### src/rtl/comparator_arbiter_4ch.sv
// Four-requester round-robin arbiter feeding a single registered unsigned comparator.
// One compare every two cycles: grant/capture in IDLE, compare/report in CMP.
module comparator_arbiter_4ch #(
  parameter int unsigned WIDTH   = 32,
  parameter int unsigned NUM_REQ = 4
) (
  input  logic                       Clock_In,
  input  logic                       Reset_In,
  input  logic                       Enable_In,
  input  logic [NUM_REQ-1:0]         Req_In,
  input  logic [NUM_REQ*WIDTH-1:0]   Data_A_In,
  input  logic [NUM_REQ*WIDTH-1:0]   Data_B_In,
  output logic [NUM_REQ-1:0]         Grant_Out,
  output logic                       Busy_Out,
  output logic                       Valid_Out,
  output logic [1:0]                 Id_Out,
  output logic                       A_gt_B_Out,
  output logic                       A_eq_B_Out,
  output logic                       A_lt_B_Out
);

  localparam int unsigned ID_W = 2;

  typedef enum logic {IDLE = 1'b0, CMP = 1'b1} state_t;

  state_t               state_q, state_d;
  logic [ID_W-1:0]      last_grant_q, last_grant_d;
  logic [ID_W-1:0]      cur_id_q, cur_id_d;
  logic [WIDTH-1:0]     op_a_q, op_a_d;
  logic [WIDTH-1:0]     op_b_q, op_b_d;
  logic [NUM_REQ-1:0]   grant_q, grant_d;
  logic                 valid_q, valid_d;
  logic [ID_W-1:0]      id_q, id_d;
  logic                 gt_q, gt_d;
  logic                 eq_q, eq_d;
  logic                 lt_q, lt_d;

  logic                 win_found;
  logic [ID_W-1:0]      win_idx;
  logic [ID_W-1:0]      cand;

  // Round-robin search starting just after the last granted requester.
  always_comb begin
    win_found = 1'b0;
    win_idx   = '0;
    cand      = '0;
    for (int unsigned off = 1; off <= NUM_REQ; off++) begin
      cand = last_grant_q + ID_W'(off);
      if (!win_found && Req_In[cand]) begin
        win_found = 1'b1;
        win_idx   = cand;
      end
    end
  end

  // Next-state and next-output logic.
  always_comb begin
    state_d      = state_q;
    last_grant_d = last_grant_q;
    cur_id_d     = cur_id_q;
    op_a_d       = op_a_q;
    op_b_d       = op_b_q;
    grant_d      = '0;
    valid_d      = 1'b0;
    id_d         = id_q;
    gt_d         = gt_q;
    eq_d         = eq_q;
    lt_d         = lt_q;
    case (state_q)
      IDLE: begin
        if (Enable_In && win_found) begin
          state_d      = CMP;
          last_grant_d = win_idx;
          cur_id_d     = win_idx;
          op_a_d       = Data_A_In[32'(win_idx)*WIDTH +: WIDTH];
          op_b_d       = Data_B_In[32'(win_idx)*WIDTH +: WIDTH];
          grant_d      = NUM_REQ'(1) << win_idx;
        end
      end
      CMP: begin
        state_d = IDLE;
        valid_d = 1'b1;
        id_d    = cur_id_q;
        gt_d    = (op_a_q > op_b_q);
        eq_d    = (op_a_q == op_b_q);
        lt_d    = (op_a_q < op_b_q);
      end
      default: state_d = IDLE;
    endcase
  end

  // State and output registers; reset makes requester 0 highest priority.
  always_ff @(posedge Clock_In) begin
    if (Reset_In) begin
      state_q      <= IDLE;
      last_grant_q <= ID_W'(NUM_REQ - 1);
      cur_id_q     <= '0;
      op_a_q       <= '0;
      op_b_q       <= '0;
      grant_q      <= '0;
      valid_q      <= 1'b0;
      id_q         <= '0;
      gt_q         <= 1'b0;
      eq_q         <= 1'b0;
      lt_q         <= 1'b0;
    end else begin
      state_q      <= state_d;
      last_grant_q <= last_grant_d;
      cur_id_q     <= cur_id_d;
      op_a_q       <= op_a_d;
      op_b_q       <= op_b_d;
      grant_q      <= grant_d;
      valid_q      <= valid_d;
      id_q         <= id_d;
      gt_q         <= gt_d;
      eq_q         <= eq_d;
      lt_q         <= lt_d;
    end
  end

  assign Grant_Out  = grant_q;
  assign Busy_Out   = (state_q == CMP);
  assign Valid_Out  = valid_q;
  assign Id_Out     = id_q;
  assign A_gt_B_Out = gt_q;
  assign A_eq_B_Out = eq_q;
  assign A_lt_B_Out = lt_q;

endmodule

### config.mk
export PLATFORM = sky130hd
export DESIGN_NAME = comparator_arbiter_4ch
export DESIGN_NICKNAME = d
export VERILOG_FILES = /design/src/rtl/comparator_arbiter_4ch.sv
export SDC_FILE = /design/constraint.sdc
export NUM_CORES = 1
export LEC_CHECK = 0
export ABC_CLOCK_PERIOD_IN_PS = 2270
export CAP_MARGIN = 40
export CORE_MARGIN = 8
export CORE_UTILIZATION = 43
export CTS_CLUSTER_DIAMETER = 150
export DETAILED_ROUTE_END_ITERATION = 12
export PLACE_DENSITY_LB_ADDON = 0.08
export SETUP_SLACK_MARGIN = 0.1
export SLEW_MARGIN = 30
export SYNTH_ARGS = -nofsm -noshare
export SYNTH_HDL_FRONTEND = slang
export SYNTH_SLANG_ARGS = --single-unit
### constraint.sdc
create_clock -name Clock_In -period 2.27 [get_ports Clock_In]
set_clock_uncertainty 0.2 [all_clocks]
set_input_delay 0.454 -clock Clock_In [delete_from_list [all_inputs] [get_ports Clock_In]]
set_output_delay 0.454 -clock Clock_In [all_outputs]
set_load 0.05 [all_outputs]
**After elaboration in Yosys (flattened, before gate mapping)**

Cells that the tools add are included.

- Bits in registers: 79
- Logic and storage cells: 54
- Bits of input ports: 263
- Output and inout bits: 11

- $lt $le $gt $ge: 6
- Shift-type cells: 3
- Reductions and logical operators: 9
- Add/sub/neg operators: 3
- Equality and inequality tests: 1
- Bitwise gates (word level): 2
- Multiplexer cells: 19

Operators by type and width:

| cell | number |
|---|---|
| 128-bit by 8-bit indexed part select with 32-bit output | 2 |
| 32-bit equality test | 1 |
| 32-bit > comparator | 1 |
| 32-bit less-than comparator | 1 |
| 2-bit by 3-bit less-than comparator with 1-bit output, second input constant | 4 |
| 1-bit two-way mux | 10 |
| 1-bit binary-select mux with 2-bit select | 4 |
| 2-bit two-way mux | 4 |
| 2-bit adder, second input constant | 2 |
| 1-bit logical AND | 4 |
| 1-bit by 2-bit << shifter with 4-bit output, first input constant | 1 |
| 1-bit zero test | 3 |
| 3-bit OR reduction | 1 |
| 2-bit by 1-bit adder with 2-bit output, second input constant | 1 |
| 1-bit NOT | 2 |
| 1-bit case mux with 2 select lines | 1 |
| 2-bit AND reduction | 1 |

**Longest topological paths before layout**

- Depth in word-level cells: 16
- Gate-level depth with buffers: 9
- Mapped depth without buffers: 8

**Worst setup path after synthesis**

Ideal clock, no wire load.

- Kind: reg-to-reg
- Start: register state_q (netlist: Busy_Out)
- End: register op_a_q[0]
- Setup time: 0.129 ns
- Slack: 0.029 ns
- Buffers on the path: 4
- Arrival time: 1.912 ns
- Clock period less this slack: 2.241 ns
- Cell stages (with the launch flop): 8
- Cells stage by stage: dfxtp_1 buf_2 nand3b_1 buf_2 or2_1 buf_2 clkbuf_1 o21ai_1

- Word-level cells in the longest chain between the ends: 2

RTL lines:

| what | RTL line | source |
|---|---|---|
| from (decl) | 26 | `state_t state_q, state_d;` |
| from (signal assigned) | 107 | `state_q <= state_d;` |
| 1-bit NOT | n/a |  |
| 2-bit AND reduction (no source line) | n/a |  |
| to (signal assigned) | 110 | `op_a_q <= op_a_d;` |
| to (decl) | 29 | `logic [WIDTH-1:0] op_a_q, op_a_d;` |

No other way between the ends.
A chain may end at the register's enable or synchronous reset.

**Worst setup path in the final report**

- Start: register grant_q[2] (netlist: Grant_Out[2])
- End: output port Grant_Out[2]

RTL lines:

| what | RTL line | source |
|---|---|---|
| from (decl) | 31 | `logic [NUM_REQ-1:0] grant_q, grant_d;` |
| from (signal assigned) | 112 | `grant_q <= grant_d;` |
| to (decl) | 13 | `output logic [NUM_REQ-1:0] Grant_Out,` |

No word-level cell between the ends.

==> impl_results.md <==
* Max-cap violation count at 0
* Clock Sinks at 79
* Pwr/cell area at 569 mW/mm^2
* IO Pins at 274
* Remaining antenna violation count at 0
* Total detailed-routing wirelength at 20.1 mm
* Period utilisation layout at 92.5%
* Total clock buffers created by CTS at 9
* Proportion of layout cells with a drive suffix above 1 at 20.9%
* Cells along the critical path: clkdlybuf4s50_1
* Average routed wire per standard cell at 18.4 um
* Slack of the critical path at 0.170 ns
* TritonCTS clock tree: built
* Switching share of power at 29.7%
* # H-tree levels at 3
* Critical path startpoint category: flip-flop
* Worst hold path class: flip-flop to flip-flop
* Placed Instance Area at 0.00895 mm^2
* Post-synth ARST share at 0%
* Vias in the first global route at 6296
* Detailed-route via count at 5681
* Share of total power in the clock network at 29.3%
* Reported leakage power at 3.92 nW
* Category of cells accounting for the largest share of critical-path delay: buffers and inverters
* Combined area of all synthesized cells at 0.00594 mm^2
* Initial detailed-routing violation count at 246
* Total number of yosys warnings at 0
* Count of buffers inserted at the top-level ports at 273
* Total instance count after detailed placement at 1059
* Peak ir drop on the vdd network at 465 uV
* Non-Filler Instances at 1089
* Core Rows at 43
* Maximum frequency from static timing analysis at 476 MHz
* Signed area change from the synthesized netlist to the final layout at 61.7%
* WP data required at 1.62 ns
* Total routing resource utilization after global routing at 21.4%
* Setup TNS at 0 ns
* Combinational group share of total power at 41.4%
* Synthesized flop and latch total at 79
* Worst-margin pin slew at 0.555 ns
* Delay of the slowest cell on the worst path at 0.80 ns
* Flop-to-flop setup slack at 0.18 ns
* Mapped Nets at 900
* Slew Limit Fails at 0
* Fin nets at 1199
* Psw at 1.62 mW
* Initial cell density of the core at 43.5%
* Internal power component at 3.85 mW
* Finished layout cell area at 0.00961 mm^2
* DRC at 0
* Final hold violations at 0
* Average footprint of a synthesized cell at 9.83 um^2
* Avg Vias per Cell at 5.22
* Final global-route overflow total at 0
* Antenna violations before repair at 0
* Cells after Synth at 605
* Buffer depth of the longest clock path at 2
* Relative slew slack at 63.0%
* Sequential fraction of design power at 29.4%
* Post-synth top flop: sky130_fd_sc_hd__dfxtp_1
* Unrepaired setup endpoints after global routing: true
* Critical path data arrival time at 1.45 ns
* Post-detailed-placement half-perimeter wirelength at 15.0 mm
* Classification of the worst setup path: flip-flop to output pin
* Nature of the critical path endpoint: output pin
* Global-route wire length before repair at 31.3 mm
* Core area at 0.0137 mm^2
* Fillers at 1100
* Worst skew pair latency at 0.34 ns
* Number of diodes at 0
* Weighted congestion at the end of routability-driven global placement at 0.822
* Clock root buffer: sky130_fd_sc_hd__clkbuf_16
* Die height at 134 um
* Clock period minus worst slack at 2.10 ns
* Largest fanout on the critical path at 1
* Slowest cell on the critical path: sky130_fd_sc_hd__clkdlybuf4s50_1
* Number of optimization iterations in the first detailed-route pass at 5
* Full die area at 0.0178 mm^2
* Total of endpoints with negative setup slack in the final report at 0
* Number of enable-type register cells in the synthesized netlist at 0
* Placement Setup Slack at -0.399 ns
* Final Util at 70.4%
* Sequential fraction of the synthesis area at 26.6%
* Die Width at 134 um
* Clock transition at the register clock pins on the worst setup and hold paths after CTS at 0.07 ns
* Maximum number of pins on one net before global-route repair at 75
* Count of cell types in the netlist at 43
* Number of buffer and inverter instances along the worst setup path at 1
* Result of the run: completed
## worst paths after layout
| path | startpoint | end | depth (start not counted) |
|---|---|---|---|
| setup / recovery | Grant_Out[2] | Grant_Out[2] | 1 |
| hold / removal | op_b_q[29] | op_b_q[29] | 2 |
| setup reg to reg | last_grant_q[0] | op_a_q[2] | 10 |
| hold reg to reg | op_b_q[29] | op_b_q[29] | 2 |
## what timing repair did
action | CTS | global route
setup buffers | 8 | 0
pin swaps | 6 | 6
resized for setup | 14 | 25
hold buffers | 0 | 0
setup endpoints to repair | 66 | 55
cloned | 4 | 2
## layout by cell type (no fill, tap or decap), drive strengths merged, types with 2 or more instances in the layout
master / Yosys / layout
o211ai: 2 / 2
a21o: 4 / 4
a21oi: 12 / 12
buf: 21 / 64
ha: 32 / 32
dlygate4sd2: 0 / 2
mux2i: 131 / 131
inv: 36 / 40
a31oi: 3 / 3
nand3b: 65 / 65
o21ai: 70 / 70
mux2: 64 / 64
bufbuf: 5 / 2
and3: 2 / 2
nor3: 2 / 2
o221ai: 2 / 2
a211oi: 4 / 4
nand2: 10 / 10
nand4: 9 / 9
dlymetal6s2s: 0 / 2
nor3b: 2 / 2
clkbuf: 20 / 11
dfxtp: 79 / 79
bufinv: 0 / 2
nor2b: 4 / 4
clkdlybuf4s50: 0 / 261
nor2: 14 / 14
## routing by layer
layer / vias to the layer above / track usage [%] / routed length, um
met1: 2646 / 23.6 / 8240
met5: - / 0 / 0
li1: 2804 / - / -
met4: 0 / 6.11 / 321
met2: 210 / 38.6 / 10100
met3: 21 / 6.36 / 1390
## state kept, by name (all words and copies together), names as in the netlist, 2 cells and up
| signal | count |
|---|---|
| op_b_q | 32 |
| op_a_q | 32 |
| cur_id_q | 2 |
| Grant_Out | 4 |
| last_grant_q | 2 |
| Id_Out | 2 |
## cells in the mapped netlist (9+ instances only)
| cell type | count | area [um^2] |
|---|---|---|
| sky130_fd_sc_hd__nand2_1 | 10 | 37.5 |
| sky130_fd_sc_hd__mux2_2 | 64 | 721 |
| sky130_fd_sc_hd__nor2_1 | 14 | 52.6 |
| sky130_fd_sc_hd__ha_1 | 32 | 400 |
| sky130_fd_sc_hd__a21oi_1 | 11 | 55.1 |
| sky130_fd_sc_hd__inv_1 | 35 | 131 |
| sky130_fd_sc_hd__clkbuf_1 | 20 | 75.1 |
| sky130_fd_sc_hd__dfxtp_1 | 79 | 1580 |
| sky130_fd_sc_hd__o21ai_2 | 17 | 149 |
| sky130_fd_sc_hd__nand3b_1 | 65 | 488 |
| sky130_fd_sc_hd__mux2i_1 | 131 | 1310 |
| sky130_fd_sc_hd__nand4_1 | 9 | 56.3 |
| sky130_fd_sc_hd__o21ai_1 | 49 | 245 |
## area by class of cell
type | instances | area, um^2 | area share, %
clock buffers | 9 | 225 | 2.34
flip-flops and latches | 79 | 1590 | 16.6
inverters | 36 | 135 | 1.41
repair buffers | 334 | 3440 | 35.8
well taps | 180 | 225 | 2.34
clock inverters | 7 | 100 | 1.04
multi-input cells | 444 | 3890 | 40.5
## tightest hold or removal path: cells and delay by family, from the launching register on
kind | cells | cell delay (ns)
compound gates | 1 | 0.05
flops | 1 | 0.31
simple gates | 1 | 0.07
## power groups by stage
stage / Clock, mW / Combinational (mW) / Sequential [mW]
final: 1.60 / 2.26 / 1.61
after global routing: 1.68 / 2.44 / 1.62
after CTS: 1.61 / 2.20 / 1.60
after detailed placement: 0 / 2.03 / 1.63
after global placement: 0 / 1.98 / 1.63
after floorplan: 0 / 1.25 / 1.64
## through the flow
step	hold slack, ns	total power [mW]
floorplan	0.252	2.88
global placement	0.262	3.62
detailed placement	0.265	3.66
CTS	0.278	5.42
global route	0.297	5.73
finish	0.276	5.47
## cells by family (layout without fill, tap and decap cells)
| family | count (synthesis) | in the layout | synth area share [%] |
|---|---|---|---|
| AOI/OAI and AO/OA | 104 | 104 | 10.9 |
| buffers and inverters | 82 | 386 | 9.37 |
| adders and majority gates | 32 | 32 | 6.74 |
| and+or+nand+nor | 113 | 113 | 12.2 |
| DFF | 79 | 79 | 26.6 |
| muxes | 195 | 195 | 34.2 |
Note: power is estimated with default switching activity, not from simulation.
